## src/rtl/dff_pkg.sv

```systemverilog
// Shared types and requester ids for the shared-register arbiter.
package dff_pkg;

  // Requester identifier: one bit, two competing producers.
  typedef logic [0:0] req_id_t;

  localparam req_id_t REQ0 = 1'b0;
  localparam req_id_t REQ1 = 1'b1;

  // Id of the requester that is not 'id'; becomes the favoured one after 'id' wins.
  function automatic req_id_t other_req(input req_id_t id);
    return (id == REQ0) ? REQ1 : REQ0;
  endfunction

endpackage : dff_pkg

```

## src/rtl/dff_en_rst.sv

```systemverilog
// D flip-flop bank with synchronous active-high reset and load enable.
module dff_en_rst #(
  parameter int unsigned         p_nbits       = 8,
  parameter logic [p_nbits-1:0]  p_reset_value = {p_nbits{1'b0}}
) (
  input  logic               clk,
  input  logic               reset,
  input  logic               en,
  input  logic [p_nbits-1:0] d,
  output logic [p_nbits-1:0] q
);

  logic [p_nbits-1:0] q_r;

  // Reset has priority over the enable; without enable the value holds.
  always_ff @(posedge clk) begin
    if (reset) begin
      q_r <= p_reset_value;
    end else if (en) begin
      q_r <= d;
    end else begin
      q_r <= q_r;
    end
  end

  assign q = q_r;

endmodule : dff_en_rst

```

## src/rtl/dff_shared_reg_arb.sv

```systemverilog
// Round-robin write arbiter in front of one shared DFF register.
// Two val/rdy requesters compete; the granted message is captured on the
// next rising edge together with a valid flag and the writer's id.
module dff_shared_reg_arb
  import dff_pkg::*;
#(
  parameter int unsigned        p_nbits       = 8,
  parameter logic [p_nbits-1:0] p_reset_value = {p_nbits{1'b0}}
) (
  input  logic               clk,
  input  logic               reset,
  input  logic               req0_val,
  output logic               req0_rdy,
  input  logic [p_nbits-1:0] req0_msg,
  input  logic               req1_val,
  output logic               req1_rdy,
  input  logic [p_nbits-1:0] req1_msg,
  input  logic               clr,
  output logic [p_nbits-1:0] q,
  output logic               q_val,
  output logic               q_src
);

  // Current state, as seen at the DFF outputs.
  logic [p_nbits-1:0] q_r;
  logic               q_val_r;
  req_id_t            q_src_r;
  req_id_t            prio_r;

  // Grant and next-state signals.
  logic               grant0_s;
  logic               grant1_s;
  logic               fire_s;
  logic [p_nbits-1:0] q_d_s;
  logic               q_en_s;
  logic               q_val_d_s;
  logic               q_val_en_s;
  req_id_t            q_src_d_s;
  req_id_t            prio_d_s;

  // Grant arbitration plus next-state/enable generation for every DFF.
  always_comb begin
    grant0_s   = 1'b0;
    grant1_s   = 1'b0;
    fire_s     = 1'b0;
    q_d_s      = q_r;
    q_en_s     = 1'b0;
    q_val_d_s  = q_val_r;
    q_val_en_s = 1'b0;
    q_src_d_s  = q_src_r;
    prio_d_s   = prio_r;

    // No grant while reset is asserted; the reset edge drops it anyway.
    if (reset) begin
      grant0_s = 1'b0;
      grant1_s = 1'b0;
    end else if (req0_val && req1_val) begin
      if (prio_r == REQ0) begin
        grant0_s = 1'b1;
      end else begin
        grant1_s = 1'b1;
      end
    end else if (req0_val) begin
      grant0_s = 1'b1;
    end else if (req1_val) begin
      grant1_s = 1'b1;
    end else begin
      grant0_s = 1'b0;
      grant1_s = 1'b0;
    end

    // A grant is a fire because val is already qualified above.
    fire_s = grant0_s | grant1_s;

    if (grant1_s) begin
      q_d_s     = req1_msg;
      q_src_d_s = REQ1;
      prio_d_s  = other_req(REQ1);
    end else if (grant0_s) begin
      q_d_s     = req0_msg;
      q_src_d_s = REQ0;
      prio_d_s  = other_req(REQ0);
    end else begin
      q_d_s     = q_r;
      q_src_d_s = q_src_r;
      prio_d_s  = prio_r;
    end

    q_en_s = fire_s;

    // A write always leaves the register valid, even if clr is also high.
    if (fire_s) begin
      q_val_d_s  = 1'b1;
      q_val_en_s = 1'b1;
    end else if (clr) begin
      q_val_d_s  = 1'b0;
      q_val_en_s = 1'b1;
    end else begin
      q_val_d_s  = q_val_r;
      q_val_en_s = 1'b0;
    end
  end

  dff_en_rst #(
    .p_nbits       (p_nbits),
    .p_reset_value (p_reset_value)
  ) u_q_reg (
    .clk   (clk),
    .reset (reset),
    .en    (q_en_s),
    .d     (q_d_s),
    .q     (q_r)
  );

  dff_en_rst #(
    .p_nbits       (1),
    .p_reset_value (1'b0)
  ) u_q_val_reg (
    .clk   (clk),
    .reset (reset),
    .en    (q_val_en_s),
    .d     (q_val_d_s),
    .q     (q_val_r)
  );

  dff_en_rst #(
    .p_nbits       (1),
    .p_reset_value (REQ0)
  ) u_q_src_reg (
    .clk   (clk),
    .reset (reset),
    .en    (q_en_s),
    .d     (q_src_d_s),
    .q     (q_src_r)
  );

  dff_en_rst #(
    .p_nbits       (1),
    .p_reset_value (REQ0)
  ) u_prio_reg (
    .clk   (clk),
    .reset (reset),
    .en    (q_en_s),
    .d     (prio_d_s),
    .q     (prio_r)
  );

  assign req0_rdy = grant0_s;
  assign req1_rdy = grant1_s;
  assign q        = q_r;
  assign q_val    = q_val_r;
  assign q_src    = q_src_r;

endmodule : dff_shared_reg_arb

```

## config.mk

```make
export PLATFORM = sky130hd
export DESIGN_NAME = dff_shared_reg_arb
export DESIGN_NICKNAME = d
export VERILOG_FILES = /design/src/rtl/dff_pkg.sv /design/src/rtl/dff_en_rst.sv /design/src/rtl/dff_shared_reg_arb.sv
export SDC_FILE = /design/constraint.sdc
export NUM_CORES = 1
export LEC_CHECK = 0
export ABC_AREA = 1
export CORE_MARGIN = 2
export CORE_UTILIZATION = 36
export DETAILED_ROUTE_END_ITERATION = 10
export GPL_ROUTABILITY_DRIVEN = 1
export PLACE_DENSITY = 0.73
export SETUP_SLACK_MARGIN = 0.4
export SKIP_LAST_GASP = 1
export SLEW_MARGIN = 40
export SYNTH_ARGS = -nofsm -noshare
export SYNTH_HDL_FRONTEND = slang
export SYNTH_SLANG_ARGS = --single-unit
```

## constraint.sdc

```tcl
create_clock -name clk -period 1 [get_ports clk]
set_input_delay 0.1 -clock clk [delete_from_list [all_inputs] [get_ports clk]]
set_output_delay 0.1 -clock clk [all_outputs]
set_load 0.03 [all_outputs]
```

==> flow_summary.json, run 1 <==
{
  "synth_fp_nets": 107,
  "cap_violations": 0,
  "maxSlewHeadroom_pct": 81.13,
  "fin_util_pct": 81.09,
  "slowest_delay_ns": 0.33,
  "dieArea_sq_um": 1911,
  "clkTransAtPathRegs_ns": 0.08,
  "period_share_pct": 113.2,
  "regToRegSetupSlack_ns": -0.07,
  "setup_viol": 11,
  "fin_ws_ns": -0.1319,
  "ctsRootBufferMaster": "clkbuf_4",
  "cp_max_fo": 3,
  "drt_pass1_iterations": 4,
  "cp_data_arrival_time_ns": 1.03,
  "post-route-drc-count": 0,
  "netlist_area_sq_um": 568.0,
  "cts-buffers-inserted": 3,
  "yosysUniqueCellTypes": 13,
  "final_hold_viol_count": 0,
  "status": "finished with violations",
  "ir_drop_uv": 815.1,
  "crit_top_cell": "nand2_4",
  "ant_nets": 0,
  "critPathRequiredTime_ns": 0.90,
  "cp_num_buf_inv": 3,
  "synth_cells": 86,
  "insertion_delay_ns": 0.28,
  "ys_warn_count": 0,
  "cts_htree_levels": 1,
  "clock-sinks": 11,
  "slowest_stage": "dfxtp_2",
  "finalNonFillerCells": 153,
  "dp_cells": 141,
  "synth_area_per_cell_sq_um": 6.605,
  "yosys.area.top_type_share_pct": 38.77,
  "totalWireLength_mm": 2.026,
  "port-buffer-count": 32,
  "crit_chain": "inv_4 -> nand2_4 -> nand2_4 -> clkinvlp_4 -> buf_6",
  "synthTopCellsByArea": "dfxtp_1, nand3_1, inv_1",
  "die_w_um": 43.72,
  "violations": "setup timing",
  "seq_area_frac_synth_pct": 38.77,
  "area_delta_synth_final_pct": 112.6,
  "fmax_mhz": 883.5,
  "power_density_nw_per_um2": 1096,
  "rows": 14,
  "tns_ns": -0.4594,
  "yosys.area.top_type": "dfxtp_1",
  "dp_hpwl_mm": 1.157,
  "final_net_count": 159,
  "grt_setup_unrepaired": "true",
  "worst_pin_slew_ns": 0.2824,
  "cts_tree": "built",
  "multi_input_area_sq_um": 361.6,
  "hold_class": "in2reg",
  "overflow": 0,
  "drive_gt1_share_pct": 51.82,
  "start_util_pct": 38.15,
  "path_class": "reg2out",
  "grt_pass1_wl_mm": 3.160,
  "vias": 748,
  "final_cell_mix": "buf_6, inv_1, nand2_1, clkdlybuf4s50_1, nand3_1",
  "worst_clock_skew_ns": 0.004556,
  "grt_pass1_vias": 697,
  "end_kind": "output port",
  "core_sq_um": 1489,
  "min_period_ns": 1.132,
  "grt_start_max_net_pins": 11,
  "seqCellArea_sq_um": 236.5,
  "clock_path_buffers": 2,
  "drtIter0Drc": 20,
  "antennaDiodeCount": 0,
  "synth_seq_cells": 11,
  "antenna_found_initial": 0,
  "die_y_um": 43.72,
  "crit_family": "flip-flops",
  "fill_cells": 97,
  "final_common_cell": "buf_6",
  "io_pins": 33,
  "slew_viol_final": 0,
  "startpoint_type": "flop",
  "gp_congestion": 0.6877,
  "viasPerCell": 4.889,
  "leakagePower_nw": 0.6071,
  "wl_per_cell_um": 13.24,
  "holdWs_ns": 0.1149,
  "grtUsageTotal_pct": 23.03
}
layout make-up:
| type | instances | share of cell area, % |
|---|---|---|
| well taps | 16 | 1.658 |
| repair buffers | 49 | 39.59 |
| inverters | 21 | 7.047 |
| clock buffers | 4 | 2.176 |
| flip-flops and latches | 11 | 19.59 |
| multi-input cells | 52 | 29.95 |
cell usage after synthesis:
| cell type | count |
|---|---|
| nand2_1 | 18 |
| buf_2 | 1 |
| nor2_4 | 2 |
| nor2_1 | 2 |
| o22ai_1 | 1 |
| inv_1 | 21 |
| dfxtp_1 | 11 |
| nand2_2 | 1 |
| o21ai_0 | 1 |
| nand3_1 | 25 |
| a21oi_1 | 1 |
| buf_4 | 1 |
| nand2_4 | 1 |
per-stage QoR:
stage          area (sq um)  total power [mW]  worst slack (ns)
2_1_floorplan         594.3            0.6875            0.1791
3_3_place_gp          955.9            0.8684           -0.2472
3_5_place_dp          955.9            0.8732           -0.2715
4_1_cts                1162             1.279           -0.1182
5_1_grt                1207             1.389           -0.1773
6_report               1207             1.323           -0.1319
path summary, 6_finish.rpt:
check | cells past startpoint | to | startpoint
worst max-delay path | 5 | req1_rdy | u_prio_reg.q
worst min register to register | 2 | u_q_reg.q[7] | u_q_reg.q[7]
worst min-delay path | 2 | u_q_val_reg.q | reset
worst max register to register | 7 | u_prio_reg.q | u_prio_reg.q
report_power, final:
part / internal (mW) / leakage, nW / switching [mW] / total [mW]
Combinational: 0.245 / 0.497 / 0.241 / 0.486
Sequential: 0.480 / 0.0949 / 0.0255 / 0.506
Clock: 0.155 / 0.0150 / 0.176 / 0.332
Total: 0.880 / 0.607 / 0.443 / 1.32
repair_timing:
action                                  in CTS  in global routing
pin swaps                                    7                 11
resized for setup                           41                 19
cloned                                       0                  0
buffers inserted                             8                  0
endpoints found under the setup margin      23                 23
hold buffers                                 0                  0
worst register-to-register path, stage by stage (launching register included):
cell,delay (ns)
dfxtp_2,0.35
inv_4,0.05
o21ai_4,0.18
buf_6,0.13
buf_6,0.08
buf_6,0.08
buf_6,0.08
a21oi_2,0.03
flip-flops by register name, indices dropped and copies added (netlist names):
signal	flops
u_q_src_reg.q	1
u_q_reg.q	8
u_prio_reg.q	1
u_q_val_reg.q	1
routing by layer:
layer  global-route usage (%)  up-vias  routed length, um
met4                    14.55        0                 53
met3                    3.750        4                149
met5                        0        -                  0
met2                    35.29       38               1050
li1                         -      367                  -
met1                    29.90      339                773
kinds of logic after synthesis:
group,synth area share (%)
AO/OA/AOI/OAI,2.862
buffers and inverters,16.08
flip-flops,38.77
AND/OR/NAND/NOR,42.29
No activity file was read; power rests on OpenSTA's default activity.
==> run 2, diff against run 1 <==
--- a/config.mk
+++ b/config.mk
@@ -9,8 +9,9 @@
 export CORE_MARGIN = 2
 export CORE_UTILIZATION = 36
 export DETAILED_ROUTE_END_ITERATION = 10
-export GPL_ROUTABILITY_DRIVEN = 1
-export PLACE_DENSITY = 0.73
+export GPL_ROUTABILITY_DRIVEN = 0
+export PLACE_DENSITY = 0.77
+export RECOVER_POWER = 100
 export SETUP_SLACK_MARGIN = 0.4
 export SKIP_LAST_GASP = 1
 export SLEW_MARGIN = 40
==> flow_summary.json, run 2 (synthesis gave the netlist of run 1 again) <==
{
  "status": "finished with violations",
  "violations": "setup timing",
  "critPathRequiredTime_ns": 0.90,
  "port-buffer-count": 32,
  "hold_buffers": 0,
  "grt_pass1_wl_mm": 2.898,
  "largest_reg_flops": 8,
  "dieArea_sq_um": 1911,
  "die_w_um": 43.72,
  "totalWireLength_mm": 1.884,
  "grt_pass1_vias": 675,
  "cts_tree": "built",
  "drt_pass1_iterations": 4,
  "cap_violations": 0,
  "cts_htree_levels": 1,
  "fin_area_sq_um": 1097,
  "dp_hpwl_mm": 1.271,
  "post-route-drc-count": 0,
  "insertion_delay_ns": 0.26,
  "end_kind": "output port",
  "p_total_mw": 1.234,
  "fin_ws_ns": -0.1174,
  "antenna_found_initial": 0,
  "leakagePower_nw": 0.5784,
  "period_share_pct": 111.7,
  "cp_data_arrival_time_ns": 1.02,
  "ctsRootBufferMaster": "clkbuf_4",
  "path_class": "reg2out",
  "antennaDiodeCount": 0,
  "ir_drop_uv": 815.6,
  "core_sq_um": 1489,
  "wl_per_cell_um": 12.39,
  "overflow": 0,
  "drive_gt1_share_pct": 39.71,
  "die_y_um": 43.72,
  "rows": 14,
  "vias": 728,
  "grt_start_max_net_pins": 11,
  "clock_path_buffers": 2,
  "clock-sinks": 11,
  "startpoint_type": "flop",
  "dp_slack_ns": -0.2925,
  "finalNonFillerCells": 152,
  "crit_chain": "inv_4 -> o21ai_4 -> nor2_4 -> buf_6",
  "final_common_cell": "nand3_1",
  "cp_max_fo": 3,
  "final_hold_viol_count": 0,
  "maxSlewHeadroom_pct": 85.43,
  "cts-buffers-inserted": 3,
  "hold_class": "in2reg",
  "slowest_stage": "dfxtp_2",
  "tns_ns": -0.2832,
  "drtIter0Drc": 14,
  "power_density_nw_per_um2": 1125,
  "worst_clock_skew_ns": 0.007081,
  "final_net_count": 158,
  "ant_nets": 0,
  "io_pins": 33,
  "slowest_delay_ns": 0.35,
  "grtUsageTotal_pct": 20.96,
  "start_util_pct": 38.15,
  "viasPerCell": 4.789,
  "dp_cells": 140,
  "area_delta_synth_final_pct": 93.17,
  "fmax_mhz": 894.9,
  "grt_setup_unrepaired": "true",
  "worst_pin_slew_ns": 0.2180,
  "slew_viol_final": 0,
  "clkTransAtPathRegs_ns": 0.07,
  "final_cell_mix": "nand3_1, nand2_1, inv_1, clkdlybuf4s50_1",
  "setup_viol": 7,
  "min_period_ns": 1.117,
  "dpl_cell_area_sq_um": 948.4
}
run 2: path summary, 6_finish.rpt:
kind	start	to	slack, ns	depth (start not counted)
max	u_prio_reg.q	req0_rdy	-0.12	4
min	reset	u_q_val_reg.q	0.11	2
max reg2reg	u_prio_reg.q	u_q_reg.q[0]	-0.02	7
min reg2reg	u_q_reg.q[2]	u_q_reg.q[2]	0.46	2
run 2: worst max-delay path: cells and delay by family, from the launching register on:
kind	cells	cell delay, ns
compound gates	1	0.17
buf+inv	2	0.18
flops	1	0.35
simple gates	1	0.05
run 2: what timing repair did:
| item | 4_1_cts | 5_1_grt |
|---|---|---|
| gates cloned | 0 | 0 |
| pin swaps | 4 | 5 |
| resized for setup | 33 | 12 |
| setup buffers | 6 | 2 |
| endpoints found under the setup margin | 23 | 23 |
run 2: area by class of cell:
type | instances | area, sq um
timing repair buffer | 48 | 430.4
fill | 119 | 391.6
multi-input combinational | 52 | 306.5
sequential | 11 | 229.0
inverter | 21 | 85.08
clock buffer | 4 | 26.28
tap | 16 | 20.02
run 2: stage by stage:
stage          hold WS [ns]  util (%)
4_1_cts              0.2973     73.78
6_report             0.1111     73.70
3_5_place_dp         0.4635     63.70
5_1_grt              0.1235     73.70
3_3_place_gp         0.4581     63.70
2_1_floorplan        0.1946         -
run 2: power breakdown:
part           internal, mW  switching, mW
Sequential            0.476         0.0232
Combinational         0.214          0.223
Clock                 0.154          0.144
run 2: routing by layer:
| metal | wire length (um) | up-vias | GRT usage [%] |
|---|---|---|---|
| met1 | 747 | 333 | 23.39 |
| met3 | 106 | 4 | 4.167 |
| met4 | 35 | 0 | 13.33 |
| met5 | 0 | - | 0 |
| li1 | - | 366 | - |
| met2 | 995 | 25 | 35.88 |
